`config.mk`:
```
export PLATFORM = sky130hd
export DESIGN_NAME = controlador_cruzamento
export DESIGN_NICKNAME = d
export VERILOG_FILES = /design/src/rtl/controlador_cruzamento.sv
export SDC_FILE = /design/constraint.sdc
export NUM_CORES = 1
export LEC_CHECK = 0
export CAP_MARGIN = 20
export CORE_MARGIN = 5
export CORE_UTILIZATION = 35
export DETAILED_ROUTE_END_ITERATION = 12
export GPL_TIMING_DRIVEN = 1
export PLACE_DENSITY = 0.57
export SKIP_LAST_GASP = 1
export SLEW_MARGIN = 20
export SYNTH_ARGS = -nofsm -noshare
export SYNTH_HDL_FRONTEND = slang
export SYNTH_SLANG_ARGS = --single-unit
export TNS_END_PERCENT = 100
```
`constraint.sdc`:
```
create_clock -name clk -period 2.35 [get_ports clk]
set_clock_uncertainty 0.1 [all_clocks]
set_input_delay 0.47 -clock clk [delete_from_list [all_inputs] [get_ports clk]]
set_output_delay 0.47 -clock clk [all_outputs]
set_load 0.01 [all_outputs]
```
`src/rtl/controlador_cruzamento.sv`:
```
// controlador_cruzamento: two-way intersection controller with optional
// pedestrian phase. Street A is the default (rest) phase; street B and the
// pedestrian crossing are served on request, with round-robin arbitration
// when both are pending at the end of the first all-red clearance.
//
// Optional feature macro: CRUZ_PEDESTRE_EN
//   defined   -> PED phase, bt_p request latch and pedestre duration register
//   undefined -> bt_p ignored, ped = 0, pend[1] = 0, cfg_sel = 3 writes ignored
//
// Light encoding on A and B: 3'b001 verde, 3'b010 amarelo, 3'b100 vermelho.
//
// Every timed state lasts exactly N cycles, where N is its duration register
// value captured into the down-counter on the edge that enters the state.
// A_VERDE additionally holds past N cycles until a request is pending.
//
// dbg_estado mirrors the FSM state register for checkers and waveforms.

module controlador_cruzamento #(
    parameter logic [7:0] VERDE    = 8'd1,
    parameter logic [7:0] AMARELO  = 8'd3,
    parameter logic [7:0] VERMELHO = 8'd2,
    parameter logic [7:0] PEDESTRE = 8'd4
) (
    input  logic       clk,
    input  logic       rst,
    input  logic       bt_b,
    input  logic       bt_p,
    input  logic       cfg_we,
    input  logic [1:0] cfg_sel,
    input  logic [7:0] cfg_dado,
    output logic [2:0] A,
    output logic [2:0] B,
    output logic       ped,
    output logic [1:0] pend,
    output logic [2:0] dbg_estado
);

    typedef enum logic [2:0] {
        A_VERDE   = 3'd0,
        A_AMARELO = 3'd1,
        LIMPA_1   = 3'd2,
        B_VERDE   = 3'd3,
        B_AMARELO = 3'd4,
        LIMPA_2   = 3'd5
`ifdef CRUZ_PEDESTRE_EN
        ,
        PED       = 3'd6
`endif
    } estado_t;

    localparam logic [2:0] LUZ_VERDE    = 3'b001;
    localparam logic [2:0] LUZ_AMARELO  = 3'b010;
    localparam logic [2:0] LUZ_VERMELHO = 3'b100;

    // A zero duration would make a state vanish; it is stored as 1 instead.
    function automatic logic [7:0] nz(input logic [7:0] v);
        return (v == 8'd0) ? 8'd1 : v;
    endfunction

    estado_t    estado;
    estado_t    nxt;
    logic [7:0] cnt;
    logic [7:0] dur_verde;
    logic [7:0] dur_amarelo;
    logic [7:0] dur_vermelho;
    logic [7:0] dur_nxt;
    logic       pend_b;
    logic       pend_p;
    logic       ultimo_b;   // 1: B was the last request served (PED wins next tie)
    logic       fim;
    logic [2:0] luz_a_nxt;
    logic [2:0] luz_b_nxt;
    logic       ped_nxt;

`ifdef CRUZ_PEDESTRE_EN
    logic [7:0] dur_pedestre;
`else
    // bt_p has no function in this build.
    logic unused_bt_p;
    assign unused_bt_p = bt_p;
    assign pend_p      = 1'b0;
`endif

    assign fim        = (cnt <= 8'd1);
    assign pend       = {pend_p, pend_b};
    assign dbg_estado = estado;

    // Next-state decision: timed states leave when the counter expires.
    always_comb begin
        nxt = estado;
        case (estado)
            A_VERDE:   if (fim && (pend_b || pend_p)) nxt = A_AMARELO;
            A_AMARELO: if (fim) nxt = LIMPA_1;
            LIMPA_1: begin
                if (fim) begin
                    nxt = B_VERDE;
`ifdef CRUZ_PEDESTRE_EN
                    // Sole pedestrian request, or a tie where B was served last.
                    if (pend_p && (!pend_b || ultimo_b)) nxt = PED;
`endif
                end
            end
            B_VERDE:   if (fim) nxt = B_AMARELO;
            B_AMARELO: if (fim) nxt = LIMPA_2;
            LIMPA_2:   if (fim) nxt = A_VERDE;
`ifdef CRUZ_PEDESTRE_EN
            PED:       if (fim) nxt = A_VERDE;
`endif
            default:   nxt = A_VERDE;
        endcase
    end

    // Duration and light pattern of the state about to be entered.
    always_comb begin
        dur_nxt   = dur_verde;
        luz_a_nxt = LUZ_VERMELHO;
        luz_b_nxt = LUZ_VERMELHO;
        ped_nxt   = 1'b0;
        case (nxt)
            A_VERDE:   begin dur_nxt = dur_verde;    luz_a_nxt = LUZ_VERDE;   end
            A_AMARELO: begin dur_nxt = dur_amarelo;  luz_a_nxt = LUZ_AMARELO; end
            LIMPA_1:   begin dur_nxt = dur_vermelho; end
            B_VERDE:   begin dur_nxt = dur_verde;    luz_b_nxt = LUZ_VERDE;   end
            B_AMARELO: begin dur_nxt = dur_amarelo;  luz_b_nxt = LUZ_AMARELO; end
            LIMPA_2:   begin dur_nxt = dur_vermelho; end
`ifdef CRUZ_PEDESTRE_EN
            PED:       begin dur_nxt = dur_pedestre; ped_nxt = 1'b1;          end
`endif
            default:   begin dur_nxt = dur_verde;    luz_a_nxt = LUZ_VERDE;   end
        endcase
    end

    // FSM, counter, registered lights, request latches, arbiter pointer and
    // duration registers. Reset aborts any phase straight back to A_VERDE.
    always_ff @(posedge clk or posedge rst) begin
        if (rst) begin
            estado       <= A_VERDE;
            cnt          <= nz(VERDE);
            A            <= LUZ_VERDE;
            B            <= LUZ_VERMELHO;
            ped          <= 1'b0;
            pend_b       <= 1'b0;
            ultimo_b     <= 1'b0;
            dur_verde    <= nz(VERDE);
            dur_amarelo  <= nz(AMARELO);
            dur_vermelho <= nz(VERMELHO);
`ifdef CRUZ_PEDESTRE_EN
            pend_p       <= 1'b0;
            dur_pedestre <= nz(PEDESTRE);
`endif
        end else begin
            estado <= nxt;
            A      <= luz_a_nxt;
            B      <= luz_b_nxt;
            ped    <= ped_nxt;

            // Load on entry; otherwise count down, saturating at zero.
            if (nxt != estado) begin
                cnt <= dur_nxt;
            end else if (cnt != 8'd0) begin
                cnt <= cnt - 8'd1;
            end

            // Entering the served phase clears the request and wins over a
            // button still held on that edge.
            if (nxt == B_VERDE && estado != B_VERDE) begin
                pend_b   <= 1'b0;
                ultimo_b <= 1'b1;
            end else if (bt_b) begin
                pend_b <= 1'b1;
            end
`ifdef CRUZ_PEDESTRE_EN
            if (nxt == PED && estado != PED) begin
                pend_p   <= 1'b0;
                ultimo_b <= 1'b0;
            end else if (bt_p) begin
                pend_p <= 1'b1;
            end
`endif

            // Register writes only affect the counter at the next state entry.
            if (cfg_we) begin
                case (cfg_sel)
                    2'd0:    dur_verde    <= nz(cfg_dado);
                    2'd1:    dur_amarelo  <= nz(cfg_dado);
                    2'd2:    dur_vermelho <= nz(cfg_dado);
`ifdef CRUZ_PEDESTRE_EN
                    2'd3:    dur_pedestre <= nz(cfg_dado);
`endif
                    default: ;
                endcase
            end
        end
    end

endmodule
```
==> implementation parameters <==
Parameter                              Value

Pwr
  Total design power    3.288 mW
  Leakage power    1.176 nW
  Peak VDD IR    479.6 uV
  Power density normalized to cell area    1101 nW/um^2

STA
  Max-slew headroom    59.67%
  Final TNS setup    0 ns
  Final max-slew violation count    0
  Unrepaired setup endpoints after global routing    yes
  Max frequency    0.4345 GHz
  Final min period    2.301 ns
  Final count of hold timing violations    0
  Tightest Pin Transition    0.6030 ns
  Number of endpoints failing setup at the final stage    0
  Final cycle utilization of the critical path    97.93%

Clocking
  CTS Root Buffer Type    sky130_fd_sc_hd__clkbuf_8
  Post-CTS Hold Buffers    0
  Clock net sink count    42
  Later-pin clock latency in the skew report    0.30 ns
  Number of H-tree levels    2
  Number of buffers created by CTS    5
  Post-CTS clock slew at the launch and capture registers of the worst setup and hold paths    0.08 ns
  Clock tree from TritonCTS    built
  Largest buffer count on any clock path    2

Final layout
  Final non-filler cell total    351
  Antenna cell count    0
  Number of filler cells placed in the layout    658
  Layout area overhead    25.78%
  Final Net Count    288
  Fraction of final layout cells sized beyond drive strength 1    30.26%

Critical path
  Crit path DAT    2.39 ns
  Start-to-end type of the worst setup path    reg -> reg
  Critical path capture point type    flop
  Startpoint type of the worst setup path    flop
  Maximum fanout along the worst path    7
  Worst Path Required    2.43 ns

Global routing
  Tot GR Track Use    13.54%
  GRT Residual Overflow    0
  First-pass GRT wire length    9439 microns
  Number of global-route vias before repair    1914
  Number of antenna violations at the first check in global routing    0
  Largest net degree at the start of global routing    43

Floorplanning
  Number of ports placed on the die boundary    27
  Die area    8529 sq um
  Placeable core region    6681 sq um
  Die boundary height    92.35 microns
  Std cell rows    30
  Die Width    92.35 microns
  Effective utilization at floorplan    35.52%

Logic synthesis
  Synthesis warning total    0
  Fraction of registers with async set or reset after synthesis    100.0%
  EDFF count, synth    0
  Count of unique library cells instantiated by Yosys    53
  Cell taking the most area after synthesis    sky130_fd_sc_hd__dfrtp_1
  Post-synth top cells    35 x sky130_fd_sc_hd__dfrtp_1, 28 x sky130_fd_sc_hd__nand2_1, 22 x sky130_fd_sc_hd__mux2_2
  Synthesized area per cell    10.14 sq um
  Sequential share of the synthesized area    44.65%
  Ys flop type    sky130_fd_sc_hd__dfrtp_1
  Number of standard cells after synthesis    234
  Yosys reg bits    42
  Share of the synthesized area in the top cell type    36.90%
  Most frequent cell after synthesis    sky130_fd_sc_hd__dfrtp_1
  Largest cells by area after synthesis    sky130_fd_sc_hd__dfrtp_1 37%, sky130_fd_sc_hd__mux2_2 10%, sky130_fd_sc_hd__dfstp_2 7.7%, sky130_fd_sc_hd__nand2_1 4.4%, sky130_fd_sc_hd__a21oi_1 3.4%
  Post-Syn Area    2374 sq um

Placement
  Detailed-placement wirelength estimate    3895 microns
  Port Buffer Count    23
  Total placed cells including tap cells    341
  Routability-driven placement congestion ratio    0.8564

Flow run
  Max-cap viol count    0

Hold path
  Class of the worst hold path    reg -> reg

Detailed routing
  Post-DR vias/cell    5.427
  Number of iterations in the first detailed-routing pass    4
  Drc violations    0
  Routed Wire Length    5556 microns
  Starting DRC count in detailed routing    39
  Per-cell routed wire length    15.83 microns
  Vias post-DR    1905
  Antenna-violating nets left    0

Status
  Status    complete, no violations
-- state kept, by name, summed over array words and instances, names as in the netlist --
register      cells
dur_amarelo       8
dur_vermelho      8
dbg_estado        3
A                 3
B                 3
dur_verde         8
cnt               8
pend_b            1
-- layer usage --
layer | GRT usage [%] | part of all wire (%) | vias up
met3 | 2.437 | 4.4 | 8
met4 | 4.208 | 1.5 | 0
met1 | 18.74 | 47 | 931
met2 | 21.51 | 47 | 49
met5 | 0 | 0 | -
li1 | - | - | 917
-- through the flow --
| step | setup slack [ns] | cell area, sq um | util (%) | hold WS [ns] |
|---|---|---|---|---|
| after floorplan | 0.0004403 | 2381 | - | 0.3502 |
| after global placement | -0.02311 | 2773 | 41.50 | 0.3680 |
| after detailed placement | -0.007484 | 2773 | 41.50 | 0.3790 |
| after CTS | 0.01962 | 2877 | 43.05 | 0.3965 |
| after global routing | -0.007709 | 2985 | 44.68 | 0.4303 |
| final | 0.04869 | 2985 | 44.68 | 0.3924 |
-- layout by cell type (no fill, tap or decap), types with 6 or more instances in the layout --
| master | netlist | layout |
|---|---|---|
| sky130_fd_sc_hd__a32oi_1 | 7 | 7 |
| sky130_fd_sc_hd__buf_4 | 3 | 23 |
| sky130_fd_sc_hd__nor2_1 | 10 | 10 |
| sky130_fd_sc_hd__o21ai_1 | 1 | 7 |
| sky130_fd_sc_hd__clkbuf_8 | 0 | 6 |
| sky130_fd_sc_hd__clkdlybuf4s50_1 | 0 | 23 |
| sky130_fd_sc_hd__mux2_2 | 22 | 22 |
| sky130_fd_sc_hd__nand2_1 | 28 | 28 |
| sky130_fd_sc_hd__dfrtp_1 | 35 | 35 |
| sky130_fd_sc_hd__dfstp_2 | 7 | 7 |
| sky130_fd_sc_hd__a21oi_1 | 16 | 16 |
-- path summary, 6_finish.rpt --
check,from,end,slack [ns],depth (start not counted)
max in group asynchronous,rst,dur_amarelo[1]$_DFFE_PP1P_,1.26,3
min reg2reg,dur_vermelho[0]$_DFFE_PP0P_,dur_vermelho[0]$_DFFE_PP0P_,0.39,2
max reg2reg,cnt[1]$_DFFE_PP0P_,cnt[7]$_DFFE_PP0P_,0.05,8
min,dur_vermelho[0]$_DFFE_PP0P_,dur_vermelho[0]$_DFFE_PP0P_,0.39,2
max,cnt[1]$_DFFE_PP0P_,cnt[7]$_DFFE_PP0P_,0.05,8
min in group asynchronous,rst,dbg_estado[1]$_DFF_PP0_,0.50,3
-- worst max-delay path, cell delays in order, from the launching register on --
cell and delay [ns]:
sky130_fd_sc_hd__dfrtp_1 0.42, sky130_fd_sc_hd__inv_2 0.10, sky130_fd_sc_hd__ha_2 0.21, sky130_fd_sc_hd__o21bai_4 0.11, sky130_fd_sc_hd__buf_4 0.15, sky130_fd_sc_hd__or3_4 0.42, sky130_fd_sc_hd__a221oi_1 0.30, sky130_fd_sc_hd__o22ai_1 0.13
sky130_fd_sc_hd__o31a_1 0.26
-- cell families (layout without fill, tap and decap cells) --
| logic type | count (synthesis) | after routing | synth area share (%) |
|---|---|---|---|
| compound gates | 60 | 60 | 17.24 |
| fa+ha+maj | 3 | 3 | 1.582 |
| other cells | 1 | 2 | 0.1580 |
| xor+xnor | 10 | 10 | 3.690 |
| buf+inv | 22 | 58 | 4.691 |
| flops | 42 | 42 | 44.65 |
| simple gates | 72 | 72 | 16.71 |
| mux | 24 | 24 | 11.28 |
-- layout make-up --
class                           instances  area (sq um)  share of cell area (%)
Multi-Input combinational cell        171          1316                   44.09
Sequential cell                        42          1060                   35.50
Clock inverter                          1         5.005                  0.1676
Clock buffer                            7         86.33                   2.892
Inverter                                4         15.01                  0.5029
Tap cell                               80         100.1                   3.353
Timing Repair Buffer                   46         402.9                   13.50
-- where the power goes --
| group | switching (mW) | total (mW) | internal [mW] |
|---|---|---|---|
| logic | 0.845 | 1.64 | 0.791 |
| clock network | 0.241 | 0.478 | 0.237 |
| registers | 0.212 | 1.17 | 0.961 |
| total | 1.30 | 3.29 | 1.99 |
-- what timing repair did --
action / CTS / global route
pin swaps: 0 / 7
gates resized for setup: 2 / 22
buffers inserted: 0 / 2
setup endpoints to repair: 7 / 6
Power figures use the tool's default switching activity.
